File: src/rtl/can_tx_scheduler_pkg.sv
// Shared CAN definitions: scheduler state encoding, mailbox geometry and
// the helper that extracts the 11-bit standard ID from mailbox bytes 0/1.
package can_defs;

    localparam int CAN_MB_BYTES = 10;

    typedef enum logic [2:0] {
        S_IDLE   = 3'd0,
        S_SELECT = 3'd1,
        S_LOAD   = 3'd2,
        S_START  = 3'd3,
        S_BUSY   = 3'd4
    } type_can_sched_states_e;

    function automatic logic [10:0] mb_id(input logic [7:0] b0, input logic [7:0] b1);
        return {b0, b1[7:5]};
    endfunction

endpackage

File: src/rtl/can_prio_select.sv
// Combinational lowest-ID picker; ties resolve to the lowest mailbox index.
module can_prio_select
    import can_defs::*;
#(
    parameter int NUM_MB = 4
) (
    input  logic [NUM_MB-1:0][10:0]    ids,
    input  logic [NUM_MB-1:0]          pend,
    output logic [$clog2(NUM_MB)-1:0]  idx,
    output logic                       valid
);

    localparam int IDX_W = $clog2(NUM_MB);

    logic [10:0] best_s;

    // Ascending scan with strict compare keeps the lowest index on equal IDs
    always_comb begin
        valid  = 1'b0;
        idx    = '0;
        best_s = 11'h7ff;
        for (int i = 0; i < NUM_MB; i++) begin
            if (pend[i] && (!valid || (ids[i] < best_s))) begin
                valid  = 1'b1;
                idx    = IDX_W'(i);
                best_s = ids[i];
            end else begin
            end
        end
    end

endmodule

File: src/rtl/can_tx_scheduler.sv
// Transmit mailbox scheduler in front of can_transmitter: lowest-ID
// arbitration between pending mailboxes, bounded retry and result reporting.
module can_tx_scheduler
    import can_defs::*;
#(
    parameter int NUM_MB    = 4,
    parameter int MAX_RETRY = 15
) (
    input  logic                       clk,
    input  logic                       rst,
    input  logic                       sample_point,
    input  logic                       wr_en,
    input  logic [$clog2(NUM_MB)-1:0]  wr_mb,
    input  logic [3:0]                 wr_byte,
    input  logic [7:0]                 wr_data,
    input  logic [NUM_MB-1:0]          req_set,
    input  logic [NUM_MB-1:0]          abort,
    input  logic                       tx_done,
    input  logic                       arb_lost,
    output logic [7:0]                 tx_data_0,
    output logic [7:0]                 tx_data_1,
    output logic [7:0]                 tx_data_2,
    output logic [7:0]                 tx_data_3,
    output logic [7:0]                 tx_data_4,
    output logic [7:0]                 tx_data_5,
    output logic [7:0]                 tx_data_6,
    output logic [7:0]                 tx_data_7,
    output logic [7:0]                 tx_data_8,
    output logic [7:0]                 tx_data_9,
    output logic                       start_tx,
    output logic                       busy,
    output logic [NUM_MB-1:0]          pending,
    output logic                       tx_ok,
    output logic                       tx_fail,
    output logic [$clog2(NUM_MB)-1:0]  done_mb
);

    localparam int IDX_W = $clog2(NUM_MB);

    type_can_sched_states_e state_r, state_nxt_s;
    logic [7:0]             mb_mem_r [NUM_MB][CAN_MB_BYTES];
    logic [7:0]             tx_data_r [CAN_MB_BYTES];
    logic [NUM_MB-1:0]      pending_r, pending_nxt_s, sel_pend_s;
    logic [3:0]             retry_r [NUM_MB];
    logic [3:0]             retry_nxt_s [NUM_MB];
    logic [IDX_W-1:0]       act_mb_r, act_mb_nxt_s, done_mb_r, done_mb_nxt_s, sel_idx_s;
    logic                   lost_r, lost_nxt_s, abort_act_r, abort_act_nxt_s;
    logic                   tx_ok_r, tx_ok_nxt_s, tx_fail_r, tx_fail_nxt_s;
    logic                   start_tx_r, busy_r, sel_valid_s, active_s, lost_eff_s, abort_eff_s;
    logic [NUM_MB-1:0][10:0] ids_s;

    // Mailbox IDs for arbitration
    always_comb begin
        for (int i = 0; i < NUM_MB; i++) begin
            ids_s[i] = mb_id(mb_mem_r[i][0], mb_mem_r[i][1]);
        end
    end

    // A mailbox aborted in the select cycle must not win
    assign sel_pend_s = pending_r & ~abort;

    can_prio_select #(.NUM_MB(NUM_MB)) u_prio (
        .ids   (ids_s),
        .pend  (sel_pend_s),
        .idx   (sel_idx_s),
        .valid (sel_valid_s)
    );

    // Next-state, request bookkeeping and result resolution
    always_comb begin
        state_nxt_s     = state_r;
        pending_nxt_s   = pending_r;
        retry_nxt_s     = retry_r;
        act_mb_nxt_s    = act_mb_r;
        done_mb_nxt_s   = done_mb_r;
        lost_nxt_s      = lost_r;
        abort_act_nxt_s = abort_act_r;
        tx_ok_nxt_s     = 1'b0;
        tx_fail_nxt_s   = 1'b0;
        active_s        = (state_r == S_LOAD) || (state_r == S_START) || (state_r == S_BUSY);
        lost_eff_s      = lost_r | arb_lost;
        abort_eff_s     = abort_act_r | abort[act_mb_r];
        case (state_r)
            S_IDLE: state_nxt_s = S_IDLE;
            S_SELECT: begin
                if (sel_valid_s) begin
                    act_mb_nxt_s    = sel_idx_s;
                    lost_nxt_s      = 1'b0;
                    abort_act_nxt_s = 1'b0;
                    state_nxt_s     = S_LOAD;
                end else begin
                    state_nxt_s = S_IDLE;
                end
            end
            S_LOAD: begin
                abort_act_nxt_s = abort_eff_s;
                state_nxt_s     = S_START;
            end
            S_START: begin
                abort_act_nxt_s = abort_eff_s;
                if (sample_point) begin
                    state_nxt_s = S_BUSY;
                end else begin
                    state_nxt_s = S_START;
                end
            end
            S_BUSY: begin
                abort_act_nxt_s = abort_eff_s;
                lost_nxt_s      = lost_eff_s;
                if (tx_done) begin
                    state_nxt_s     = S_IDLE;
                    lost_nxt_s      = 1'b0;
                    abort_act_nxt_s = 1'b0;
                    done_mb_nxt_s   = act_mb_r;
                    if (abort_eff_s || !lost_eff_s) begin
                        pending_nxt_s[act_mb_r] = 1'b0;
                        retry_nxt_s[act_mb_r]   = 4'd0;
                        tx_ok_nxt_s             = !lost_eff_s;
                        tx_fail_nxt_s           = lost_eff_s;
                    end else if ((retry_r[act_mb_r] + 4'd1) == 4'(MAX_RETRY)) begin
                        pending_nxt_s[act_mb_r] = 1'b0;
                        retry_nxt_s[act_mb_r]   = 4'd0;
                        tx_fail_nxt_s           = 1'b1;
                    end else begin
                        retry_nxt_s[act_mb_r] = retry_r[act_mb_r] + 4'd1;
                    end
                end else begin
                    state_nxt_s = S_BUSY;
                end
            end
            default: state_nxt_s = S_IDLE;
        endcase
        // Abort is applied after request so that it wins a same-cycle collision
        for (int i = 0; i < NUM_MB; i++) begin
            if (req_set[i]) begin
                pending_nxt_s[i] = 1'b1;
                retry_nxt_s[i]   = 4'd0;
            end else begin
            end
            if (abort[i] && !(active_s && (IDX_W'(i) == act_mb_r))) begin
                pending_nxt_s[i] = 1'b0;
            end else begin
            end
        end
        if (state_r == S_IDLE) begin
            if (|pending_nxt_s) begin
                state_nxt_s = S_SELECT;
            end else begin
                state_nxt_s = S_IDLE;
            end
        end else begin
        end
    end

    // Control and status registers
    always_ff @(posedge clk or posedge rst) begin
        if (rst) begin
            state_r     <= S_IDLE;
            pending_r   <= '0;
            act_mb_r    <= '0;
            done_mb_r   <= '0;
            lost_r      <= 1'b0;
            abort_act_r <= 1'b0;
            tx_ok_r     <= 1'b0;
            tx_fail_r   <= 1'b0;
            start_tx_r  <= 1'b0;
            busy_r      <= 1'b0;
            for (int i = 0; i < NUM_MB; i++) begin
                retry_r[i] <= 4'd0;
            end
        end else begin
            state_r     <= state_nxt_s;
            pending_r   <= pending_nxt_s;
            act_mb_r    <= act_mb_nxt_s;
            done_mb_r   <= done_mb_nxt_s;
            lost_r      <= lost_nxt_s;
            abort_act_r <= abort_act_nxt_s;
            tx_ok_r     <= tx_ok_nxt_s;
            tx_fail_r   <= tx_fail_nxt_s;
            start_tx_r  <= (state_nxt_s == S_START);
            busy_r      <= (state_nxt_s == S_BUSY);
            retry_r     <= retry_nxt_s;
        end
    end

    // Mailbox storage; a pending mailbox is write-locked
    always_ff @(posedge clk or posedge rst) begin
        if (rst) begin
            for (int i = 0; i < NUM_MB; i++) begin
                for (int k = 0; k < CAN_MB_BYTES; k++) begin
                    mb_mem_r[i][k] <= 8'd0;
                end
            end
        end else if (wr_en && (32'(wr_mb) < NUM_MB) && !pending_r[wr_mb] &&
                     (wr_byte < 4'(CAN_MB_BYTES))) begin
            mb_mem_r[wr_mb][wr_byte] <= wr_data;
        end else begin
        end
    end

    // Frame bytes presented to the transmitter, held until the next load
    always_ff @(posedge clk or posedge rst) begin
        if (rst) begin
            for (int k = 0; k < CAN_MB_BYTES; k++) begin
                tx_data_r[k] <= 8'd0;
            end
        end else if (state_r == S_LOAD) begin
            for (int k = 0; k < CAN_MB_BYTES; k++) begin
                tx_data_r[k] <= mb_mem_r[act_mb_r][k];
            end
        end else begin
        end
    end

    assign tx_data_0 = tx_data_r[0];
    assign tx_data_1 = tx_data_r[1];
    assign tx_data_2 = tx_data_r[2];
    assign tx_data_3 = tx_data_r[3];
    assign tx_data_4 = tx_data_r[4];
    assign tx_data_5 = tx_data_r[5];
    assign tx_data_6 = tx_data_r[6];
    assign tx_data_7 = tx_data_r[7];
    assign tx_data_8 = tx_data_r[8];
    assign tx_data_9 = tx_data_r[9];
    assign start_tx  = start_tx_r;
    assign busy      = busy_r;
    assign pending   = pending_r;
    assign tx_ok     = tx_ok_r;
    assign tx_fail   = tx_fail_r;
    assign done_mb   = done_mb_r;

endmodule
File: config.mk
export PLATFORM = sky130hd
export DESIGN_NAME = can_tx_scheduler
export DESIGN_NICKNAME = d
export VERILOG_FILES = /design/src/rtl/can_tx_scheduler_pkg.sv /design/src/rtl/can_prio_select.sv /design/src/rtl/can_tx_scheduler.sv
export SDC_FILE = /design/constraint.sdc
export NUM_CORES = 1
export LEC_CHECK = 0
export BUFFER_PORTS_ARGS = -buffer_cell sky130_fd_sc_hd__clkbuf_2
export CAP_MARGIN = 20
export CELL_PAD_IN_SITES_DETAIL_PLACEMENT = 1
export CELL_PAD_IN_SITES_GLOBAL_PLACEMENT = 1
export CORE_MARGIN = 2
export CORE_UTILIZATION = 56
export DETAILED_ROUTE_END_ITERATION = 16
export GPL_TIMING_DRIVEN = 0
export MAX_ROUTING_LAYER = met4
export PLACE_DENSITY = 0.95
export SETUP_SLACK_MARGIN = 0.2
export SKIP_LAST_GASP = 1
export SLEW_MARGIN = 20
export SYNTH_ARGS = -nofsm -noshare
export SYNTH_HDL_FRONTEND = slang
export SYNTH_SLANG_ARGS = --single-unit
File: constraint.sdc
create_clock -name clk -period 35.5 [get_ports clk]
set_input_delay 1.775 -clock clk [delete_from_list [all_inputs] [get_ports clk]]
set_output_delay 1.775 -clock clk [all_outputs]
set_load 0.005 [all_outputs]
==> metrics.md <==
| Metric | Value |
|---|---|
| Post-cts resize count | 0 |
| Largest net degree at the start of global routing | 93 |
| Xor and xnor fraction of the mapped netlist area | 0.134% |
| Setup_tns | 0 ns |
| Root Buffer | clkbuf_16 |
| Max-cap violations | 0 |
| Final Util | around two thirds |
| Multiplexer area fraction after synthesis | 33.4% |
| Area share of fa/ha/maj cells after synthesis | between 1.5 and 2% |
| Commonest non-fill, non-tap cell in the layout | dfrtp_1 |
| Clock Power Share | 31.5% |
| CTS H-tree depth | 2 |
| First-pass GRT wire length | 103000 um |
| Top Ports | 118 |
| Comb power frac | 26.9% |
| Mapped Area | ~0.020 mm2 |
| Gr ovfl total | 0 |
| Total power | approximately 0.0016 W |
| Net Sw Frac | 32.9% |
| Die area | 0.0366 mm2 |
| Max IR drop VDD | 0.0000574 V |
| CP arrival | ~9.3 ns |
| Die W | 191 um |
| Commonest register cell after synthesis | dfrtp_1 |
| Worst Setup End Kind | register |
| Synth Area in Compound Gates | 2.86% |
| Async set-or-reset flop fraction in the synthesized netlist | 100% |
| Tmin final | 8.92 ns |
| Synth cell types | 61 |
| Final Setup Violations | 0 |
| Antenna Nets Post-Route | 0 |
| DR WL/cell | roughly 36 um |
| Clk buf depth | 3 |
| Total setup buffers inserted after CTS | 0 |
| Worst-Skew Late Latency | between 0.5 and 0.6 ns |
| Status | completed |
| Hold buffers post-CTS | 0 |
| Max_slew headroom | 12.7% |
| Port buffer count | 109 |
| Vias in the first global route | roughly 15000 |
| Initial DRC count | 1415 |
| Via count | 13700 |
| Area Overhead vs Synth | 14.1% |
| Fin. Hold Viols | 0 |
| WP data required | 35.89 ns |
| Hold Slack | 0.462 ns |
| Net Sw Power | 0.000511 W |
| Leak | 10.9 nW |
| DRT Pass-1 Iters | 6 |
| Fin crit share | 25.1% |
| Simple-gate share of the synthesized area | 4.70% |
| Row count | between 60 and 70 |
| Register bit count reported by yosys | roughly 430 |
| Wirelength, routed | between 70000 and 80000 um |
| GP Congestion | around 0.93 |
| Share of layout cells above drive strength 1 | 47.9% |
| Reg clk slew, reported paths | 0.06 ns |
| DRC | 0 |
| Total core area | 0.0345 mm2 |
| Fin Clk Skew | 0.0339 ns |
| Max FO, Critical Path | 10 |
| Starting Density | between 50% and 60% |
| Critical path launch point type | input port |
| RSZ-0062 raised after global routing | no |
| Reg power frac | 41.6% |
| Largest family of logic cells by synthesized area | multiplexers |
| Mapped Cells | 1310 |
| Commonest non-fill, non-tap cells in the layout | dfrtp_1, mux2_2, clkbuf_2 |
| Total GRT Usage | 40.5% |
| Vias per cell | about 7.0 |
| Int Pwr | 0.00104 W |
| DP HPWL | 41900 um |
| Hold crit path type | reg2reg |
| Worst slew pin tran | 1.31 ns |
| CTS tree | built |
| Antenna violations before repair | 6 |
| Seq/Total Area, Yosys | 55.1% |
| Die H | about 190 um |
| Pins Over Slew Limit | 0 |
| Power Density | 69.2 mW/mm2 |
| Avg Cell Area, Syn | 15.0 um2 |
| Fmax | 0.112 GHz |
| Clock Sinks | 433 |
| TritonCTS buffer count | 44 |
| Final net count | 1529 |
| Post-synth EDFFs | 0 |
| Yosys Warn Count | 0 |
| Setup CP Type | in2reg |
| Post-synth net total | around 1400 |
[registers in the layout, indices dropped and copies added (netlist names)]
name,cells
tx_data_7,8
tx_data_4,8
act_mb_r,2
tx_data_3,8
mb_mem_r,276
busy,1
retry_r,16
ids_s,44
start_tx,1
tx_ok,1
abort_act_r,1
lost_r,1
done_mb,2
state_r,3
tx_data_0,8
tx_data_1,8
tx_data_5,8
tx_data_2,8
tx_data_8,8
pending,4
tx_fail,1
tx_data_6,8
tx_data_9,8
[layout make-up]
cell class              count  area, um2
diodes                      9       22.5
plain buffers              76        344
clock buffers              59       1240
clock inverters            19        239
fillers                  3164      12100
inverters                   6       30.0
multi-input cells         795       8490
flip-flops and latches    433      10800
well taps                 455        569
repair buffers            114        671
[synthesized netlist by cell type, drive strengths merged, types with 3 or more instances]
master	instances	area [um2]
or3	4	26.3
dfrtp	433	10800
nand2	36	135
and2	5	33.8
a21o	5	37.5
mux4	85	1930
nor4	3	40.0
o31a	4	40.0
clkbuf	58	238
mux2i	9	90.1
nor3	7	35.0
buf	18	97.6
a21oi	24	120
o21ai	19	95.1
inv	6	22.5
nor2b	7	43.8
nand2b	9	56.3
and3	5	36.3
ha	31	388
o21a	8	60.1
mux2	404	4550
a211oi	3	22.5
nand3	13	70.1
nor3b	5	42.5
nor2	77	317
[metal layers]
layer	wire length, um	GRT usage (%)	vias up
met5	0	-	-
met4	4980	24.6	0
met3	6820	9.71	362
met2	33800	63.3	1015
met1	24700	47.9	7160
li1	-	-	5165
[power groups by stage]
stage | combinational, W | sequential (W) | clock [W]
3_5_place_dp | 0.000395 | 0.000645 | 0
2_1_floorplan | 0.000245 | 0.000626 | 0
5_1_grt | 0.000437 | 0.000652 | 0.000507
3_3_place_gp | 0.000370 | 0.000636 | 0
6_report | 0.000417 | 0.000647 | 0.000489
4_1_cts | 0.000411 | 0.000643 | 0.000488
[worst max-delay path: stages]
cell,delay [ns]
clkbuf_2,0.19
nand2b_1,0.20
clkbuf_1,0.56
nor2_1,0.15
ha_1,0.32
o2111ai_1,0.21
a21oi_1,0.10
a2111oi_1,0.82
o311ai_2,0.27
clkbuf_1,0.37
nand2_1,0.15
o21ai_0,0.14
ha_1,0.35
a211oi_1,0.20
o21ai_0,0.13
a21oi_1,0.24
o21a_1,0.18
nand2_1,0.09
o31ai_2,0.55
buf_2,0.39
nor2_1,0.11
a21oi_1,0.19
ha_1,0.25
a211oi_1,0.16
and4_1,0.26
a2111oi_1,0.68
o21ai_0,0.24
[worst paths after layout]
| kind | end | from | slack [ns] | depth (start not counted) |
|---|---|---|---|---|
| max | act_mb_r[1] | abort[0] | 26.58 | 27 |
| min | tx_ok | lost_r | 0.46 | 1 |
| max reg2reg | act_mb_r[1] | pending[0] | 27.48 | 26 |
| min reg2reg | tx_ok | lost_r | 0.46 | 1 |
| max in group asynchronous | busy | rst | 32.92 | 4 |
| min in group asynchronous | mb_mem_r[25] | rst | 1.30 | 2 |
[metrics by stage]
step                      cell area (um2)  setup WS, ns  std cells
after global placement              20800         17.90       1874
after floorplan                     19700         21.67       1310
after detailed placement            20900         26.67       1879
final                               22400         26.58       1966
after CTS                           22400         26.93       1957
after global routing                22400         26.30       1961
[logic make-up after synthesis]
kind of cell	Yosys count
AO/OA/AOI/OAI	81
AND/OR/NAND/NOR	182
multiplexers	498
buffers and inverters	82
adder cells (fa/ha/maj)	31
flip-flops	433
XOR/XNOR	3
Power figures use the tool's default switching activity.
